--- src/rtl/clkdiv_pkg.sv ---
// Shared constants for the transmit serializer clock-divider chain.
`timescale 1ps/1fs
package clkdiv_pkg;

   // Divided-output count limits; the upper bound keeps the counter within one halfword.
   localparam int unsigned CLKDIV_STAGES_MIN = 1;
   localparam int unsigned CLKDIV_STAGES_MAX = 16;

   // Behavioural clock-to-output delay shared with the tx serializer cells (ps).
   localparam real CLKDIV_T_CLKQ_DEF = 5.0;

endpackage

--- src/rtl/clkdiv.sv ---
// Divides clkin into STAGES clocks of clkin/2^(i+1), all launched from falling clkin edges.
// A synchronous binary counter drives every output, so bits change together with zero skew.
`timescale 1ps/1fs
module clkdiv
   import clkdiv_pkg::*;
#(
   parameter int unsigned STAGES = 4,
   parameter real         T_CLKQ = CLKDIV_T_CLKQ_DEF
) (
   input  logic              clkin,
   input  logic              rst,
   output logic [STAGES-1:0] clkout
);

   logic [STAGES-1:0] cnt_q;
   logic [STAGES-1:0] cnt_d;

   // Wrap from all-ones to zero is the natural modulo-2^STAGES overflow.
   always_comb begin
      cnt_d = cnt_q + {{(STAGES-1){1'b0}}, 1'b1};
   end

   always_ff @(negedge clkin or posedge rst) begin
      if (rst) begin
         cnt_q <= '0;
      end else begin
         cnt_q <= cnt_d;
      end
   end

   // Flop Q straight to the pins: only a delay model, never a gate after the register.
   assign #(T_CLKQ) clkout = cnt_q;

endmodule

--- config.mk ---
export PLATFORM = sky130hd
export DESIGN_NAME = clkdiv
export DESIGN_NICKNAME = d
export VERILOG_FILES = /design/src/rtl/clkdiv_pkg.sv /design/src/rtl/clkdiv.sv
export SDC_FILE = /design/constraint.sdc
export NUM_CORES = 1
export LEC_CHECK = 0
export ABC_AREA = 1
export CAP_MARGIN = 20
export CORE_AREA = 2 2 39 41
export DETAILED_ROUTE_END_ITERATION = 6
export DIE_AREA = 0 0 41 43
export PLACE_DENSITY = 0.36
export SLEW_MARGIN = 20
export SYNTH_ARGS = -nofsm -noshare
export SYNTH_HDL_FRONTEND = slang
export SYNTH_SLANG_ARGS = --single-unit --ignore-timing --ignore-initial --compat-mode --unroll-limit 50000
--- constraint.sdc ---
create_clock -name clkin -period 2.5 [get_ports clkin]
set_input_delay 0.25 -clock clkin [delete_from_list [all_inputs] [get_ports clkin]]
set_output_delay 0.25 -clock clkin [all_outputs]
set_load 0.02 [all_outputs]
# After elaboration in Yosys (flattened, before gate mapping)
# Cells that the tools add are included.
# W data, S select, Z words.
[op_classes] add_sub_neg=1
[op_table] cell="$add A4 B1 Y4 const B" count=1
[totals] reg_bits=4 word_cells=2

# Depth between registers and ports, before layout
# Gate-level depths: netlist of run 1.
[depth] depth_word=1 depth_mapped=3

==> results of run 1 <==
==> how the worst max path moves through the flow <==
stage | cells after the start | from | slack (ps) | endpoint
after global placement | 1 | clkout[1]$_DFF_NP0_ | 5 | clkout[1]
after detailed placement | 1 | clkout[1]$_DFF_NP0_ | 8 | clkout[1]
after floorplan | 0 | clkout[0]$_DFF_NP0_ | 470 | clkout[0]
after CTS | 1 | clkout[0]$_DFF_NP0_ | 9 | clkout[0]
final | 1 | clkout[1]$_DFF_NP0_ | 50 | clkout[1]
after global routing | 1 | clkout[3]$_DFF_NP0_ | 7 | clkout[3]
==> what timing repair did <==
item | CTS | global route
cloned | 0 | 0
endpoints found under the setup margin | 4 | 4
buffers inserted | 0 | 0
gates resized for setup | 4 | 6
hold buffers | 0 | 0
==> layer usage <==
layer / up-vias / GRT usage (%) / wire (µm)
li1: 67 / - / -
met1: 59 / 5.18 / 133
met2: 9 / 4.69 / 99
met3: 0 / 7.85 / 59
met4: 0 / 2.00 / 0
met5: - / 0 / 0
==> cell families after synthesis <==
family | synth area share, %
xor+xnor | 5.79
fa+ha+maj | 8.26
buf+inv | 7.44
flops | 66.1
simple gates | 12.4
==> layout make-up <==
type	instances	share of cell area [%]
tap	16	7.58
multi-input combinational	6	15.2
clock buffer	3	8.53
sequential	4	37.9
timing repair buffer	9	26.5
inverter	3	4.27
==> cell usage after synthesis <==
library cell / instances
nand2_1: 2
xor2_1: 1
dfrtn_1: 4
ha_1: 1
nand3_1: 1
inv_1: 3
nand4_1: 1
==> power by group through the flow <==
stage / Sequential (mW) / Clock [mW] / Combinational, mW
finish: 0.0655 / 0.0804 / 0.00285
global route: 0.0654 / 0.0861 / 0.00326
CTS: 0.0655 / 0.0834 / 0.00302
detailed placement: 0.0662 / 0 / 0.00297
global placement: 0.0662 / 0 / 0.00295
floorplan: 0.0662 / 0 / 0.00108
==> impl_metrics.csv, run 1 <==
group,metric,value,unit
status,status,"completed",
run,cap_violations,0,
clock_tree,cts.sinks,4,
timing,finalWorstSetupSlack,52.1,ps
drt,first_pass_iters,2,
drt,num_vias,135,
worst_hold_path,worstHoldPathType,"reg2reg",
pwr,seq_power_share,44.0,%
floorplanning,die_h,43,µm
setup_path,critical_path_class,"reg2out",
global_route,antenna_found_initial,0,
setup_path,reg2reg_slack,1540,ps
logic_synthesis,syn_avg_cell_area,11.6,µm²
layout,final_cell_mix,"dfrtn_1 (4), buf_4 (4), inv_1 (3), clkbuf_4 (3)",
setup_path,rr_worst_depth,3,
timing,finClkSkew,2.04,ps
worst_hold_path,holdPathEnd,"clkout[0]$_DFF_NP0_",
setup_path,crit_path_start_kind,"flip-flop",
global_route,grt_max_degree,5,
clock_tree,tritoncts,"yes",
setup_path,reg2reg_from,"clkout[0]$_DFF_NP0_",
placement,numPortBuffers,5,
logic_synthesis,syn-instance-count,13,
setup_path,critPathMaxFanout,2,
floorplanning,rows,14,
setup_path,crit_family,"flip-flops",
drt,drc,0,
timing,final_max_slew_viol_count,0,
pwr,p_total,0.149,mW
clock_tree,clk_latency,250,ps
layout,syn2layout_area_growth,74.4,%
layout,largest_register_ff_count,4,
clock_tree,root_buffer,"clkbuf_4",
logic_synthesis,netlist_area,151,µm²
layout,final_nets,30,
logic_synthesis,yosys.area.top_type,"dfrtn_1",
pwr,leakagePower,0.148,nW
setup_path,cp-end-kind,"output port",
timing,worst_pin_slew,202,ps
clock_tree,clock_path_buffers,2,
logic_synthesis,yosys.area.top_type_share,66.1,%
logic_synthesis,synthDistinctLibCells,7,
timing,setup_violations,0,
layout,drive_gt1_share,36.0,%
floorplanning,die_w,41,µm
worst_hold_path,hold_start,"clkout[0]$_DFF_NP0_",
clock_tree,clk_pin_slew,30,ps
clock_tree,cts_buffers,3,
global_route,grt.total_usage,4.93,%
logic_synthesis,yosysSeqAreaShare,66.1,%
drt,drt_iter0_drc,1,
timing,hold_ws,450,ps
layout,fillCellCount,152,
placement,placedCellCount,38,
setup_path,r2r_end,"clkout[2]$_DFF_NP0_",
floorplanning,num_io_pins,6,
placement,dp_slack,7.61,ps
placement,gp_congestion,0.540,
layout,final_util,19.1,%
setup_path,path_buf_inv,1,
floorplanning,coreArea,1380,µm²
pwr,p_sw,0.0281,mW
pwr,swShare,18.9,%
setup_path,crit_slowest_cell,"dfrtn_1",
layout,multi_input_area,40.0,µm²
clock_tree,ctsHtreeMaxLevel,1,
setup_path,critPathArrivalTime,2200,ps
pwr,power_frac_clock,54.1,%
drt,routed_wl,292,µm
pwr,p_int,0.121,mW
setup_path,worstPathRequired,2250,ps
placement,placed_cell_area,251,µm²
setup_path,crit_chain,"clkdlybuf4s15_1",
timing,slew_headroom,86.6,%
logic_synthesis,synth_area_leaders,"dfrtn_1 (66%), ha_1 (8.3%), inv_1 (7.4%)",
drt,avgRoutedWirePerCell,7.12,µm
layout,seq_area,100,µm²
global_route,first_global_vias,124,
worst_hold_path,worst_hold_path.num_cells,2,
floorplanning,initial_core_util,10.9,%
floorplanning,die-area,1760,µm²
global_route,grt_overflow,0,
pwr,ir_drop,187,µV
drt,drtAntennaViolNets,0,
pwr,p_comb_share,1.9,%
logic_synthesis,synth-seq-cells,4,
drt,vias_per_cell,3.29,
timing,hold_violations,0,
setup_path,cpPeakStageDelay,400,ps
layout,postLayoutCellArea,264,µm²
logic_synthesis,syn_nets,16,
global_route,grt_pass1_wl,496,µm
timing,rsz0062_at_grt,"no",
timing,tns,0,ps
pwr,p_per_area,563,nW/µm²
layout,antenna_cells,0,
logic_synthesis,yosys_warnings,0,
layout,final_cells,41,
Note: power is estimated with default switching activity, not from simulation.
==> inputs of run 2 (changes only) <==
--- a/config.mk
+++ b/config.mk
@@ -6,11 +6,14 @@
 export NUM_CORES = 1
 export LEC_CHECK = 0
 export ABC_AREA = 1
+export ABC_CLOCK_PERIOD_IN_PS = 2500
 export CAP_MARGIN = 20
+export CELL_PAD_IN_SITES_DETAIL_PLACEMENT = 1
+export CELL_PAD_IN_SITES_GLOBAL_PLACEMENT = 1
 export CORE_AREA = 2 2 39 41
 export DETAILED_ROUTE_END_ITERATION = 6
 export DIE_AREA = 0 0 41 43
-export PLACE_DENSITY = 0.36
+export PLACE_DENSITY = 0.42
 export SLEW_MARGIN = 20
 export SYNTH_ARGS = -nofsm -noshare
 export SYNTH_HDL_FRONTEND = slang
==> run 2 against run 1 <==
Clock power is 0.5% lower. Total power is 0.27% lower. Non-clock buffer count stayed put. Highest routed layer unchanged.
==> impl_metrics.csv, run 2 (synthesis gave the netlist of run 1 again) <==
group,metric,value,unit
clock_tree,clk_pin_slew,30,ps
worst_hold_path,worstHoldPathType,"reg2reg",
global_route,grt.total_usage,6.05,%
layout,final_cells,41,
floorplanning,rows,14,
status,status,"completed",
setup_path,critPathArrivalTime,2200,ps
layout,final_util,18.7,%
layout,drive_gt1_share,40.0,%
pwr,p_per_area,573,nW/µm²
clock_tree,clk_latency,250,ps
placement,gp_congestion,0.690,
layout,fillCellCount,163,
placement,placedCellCount,38,
placement,dp_hpwl,265,µm
floorplanning,die_h,43,µm
drt,vias_per_cell,3.24,
pwr,swShare,18.7,%
layout,final_nets,30,
layout,postLayoutCellArea,259,µm²
floorplanning,die-area,1760,µm²
layout,syn2layout_area_growth,71.1,%
pwr,leakagePower,0.148,nW
floorplanning,die_w,41,µm
clock_tree,ctsHtreeMaxLevel,1,
setup_path,reg2reg_slack,1520,ps
setup_path,rr_worst_depth,3,
placement,dp_slack,-3.92,ps
timing,setup_violations,0,
clock_tree,cts.sinks,4,
timing,final_max_slew_viol_count,0,
setup_path,cp-end-kind,"output port",
setup_path,crit_slowest_cell,"dfrtn_1",
timing,finalWorstSetupSlack,51.5,ps
setup_path,path_buf_inv,1,
drt,drtAntennaViolNets,0,
global_route,antenna_found_initial,0,
timing,slew_headroom,86.7,%
placement,placed_cell_area,251,µm²
setup_path,critical_path_class,"reg2out",
clock_tree,cts_buffers,3,
timing,rsz0062_at_grt,"no",
global_route,first_global_vias,157,
run,cap_violations,0,
layout,multi_input_area,40.0,µm²
pwr,ir_drop,254,µV
timing,worst_pin_slew,201,ps
setup_path,worstSetupPathDepth,1,
layout,antenna_cells,0,
setup_path,cpPeakStageDelay,400,ps
pwr,p_comb_share,1.9,%
setup_path,crit_path_start_kind,"flip-flop",
layout,final_cell_mix,"dfrtn_1 (4), buf_4 (4), inv_1 (3), clkbuf_4 (3), clkbuf_2 (3)",
setup_path,crit_family,"flip-flops",
clock_tree,clock_path_buffers,2,
drt,routed_wl,330,µm
timing,hold_violations,0,
layout,largest_register_ff_count,4,
placement,numPortBuffers,5,
timing,finClkSkew,0.649,ps
clock_tree,tritoncts,"yes",
drt,num_vias,133,
floorplanning,initial_core_util,10.9,%
global_route,grt_overflow,0,
floorplanning,num_io_pins,6,
worst_hold_path,worst_hold_path.num_cells,2,
pwr,p_sw,0.0277,mW
global_route,grt_pass1_wl,648,µm
setup_path,crit_chain,"clkdlybuf4s15_1",
floorplanning,coreArea,1380,µm²
drt,drt_iter0_drc,2,
drt,drc,0,
pwr,power_frac_clock,53.9,%
setup_path,worstPathRequired,2250,ps
clock_tree,hold_buffers,0,
drt,avgRoutedWirePerCell,8.05,µm
clock_tree,root_buffer,"clkbuf_4",
setup_path,critPathMaxFanout,2,
drt,first_pass_iters,2,
pwr,p_int,0.121,mW
global_route,grt_max_degree,5,
pwr,seq_power_share,44.1,%
layout,seq_area,100,µm²
==> run 2: changes by cell type in the layout (fill, tap and decap cells not counted), sizes merged <==
cell | previous run | this run
clkbuf | 5 | 6
clkdlybuf4s15 | 2 | 1
==> run 2: power groups by stage <==
stage	Sequential, mW	Combinational, mW	Clock, mW
final	0.0655	0.00286	0.0800
after global routing	0.0654	0.00307	0.0912
after CTS	0.0654	0.00297	0.0856
after detailed placement	0.0662	0.00297	0
after global placement	0.0662	0.00298	0
after floorplan	0.0662	0.00108	0
==> run 2: per-stage QoR <==
| step | power (mW) | hold slack [ps] | setup TNS (ps) |
|---|---|---|---|
| 3_3_place_gp | 0.0692 | 442 | -1.12 |
| 5_1_grt | 0.160 | 490 | 0 |
| 6_report | 0.148 | 449 | 0 |
| 3_5_place_dp | 0.0692 | 449 | -3.92 |
| 2_1_floorplan | 0.0673 | 436 | 0 |
| 4_1_cts | 0.154 | 451 | 0 |
==> run 2: tightest hold or removal path, cell delays in order (launching register included) <==
cell and delay [ps]:
dfrtn_1 330, buf_4 150, inv_1 50
==> run 2: final timing paths <==
kind | end | from
hold reg to reg | clkout[0]$_DFF_NP0_ | clkout[0]$_DFF_NP0_
setup reg to reg | clkout[2]$_DFF_NP0_ | clkout[0]$_DFF_NP0_
min in group asynchronous | clkout[1]$_DFF_NP0_ | rst
hold / removal | clkout[0]$_DFF_NP0_ | clkout[0]$_DFF_NP0_
max in group asynchronous | clkout[0]$_DFF_NP0_ | rst
setup / recovery | clkout[1] | clkout[1]$_DFF_NP0_
==> run 2: layer usage <==
metal	track usage (%)	share of wire, %
met5	0	0
met4	4.00	0
met3	6.28	14
met2	6.56	39
met1	6.86	47
==> run 2: layout make-up <==
cell class,count,share of cell area [%]
sequential,4,38.6
timing repair buffer,9,25.1
multi-input combinational,6,15.5
clock buffer,3,8.70
tap,16,7.73
inverter,3,4.35
==> run 2: repair_timing <==
action / in CTS / in global routing
hold endpoints to repair: 0 / 0
buffers inserted: 0 / 0
gates cloned: 0 / 0
resized for setup: 5 / 6
pin swaps: 0 / 0
endpoints found under the setup margin: 4 / 4
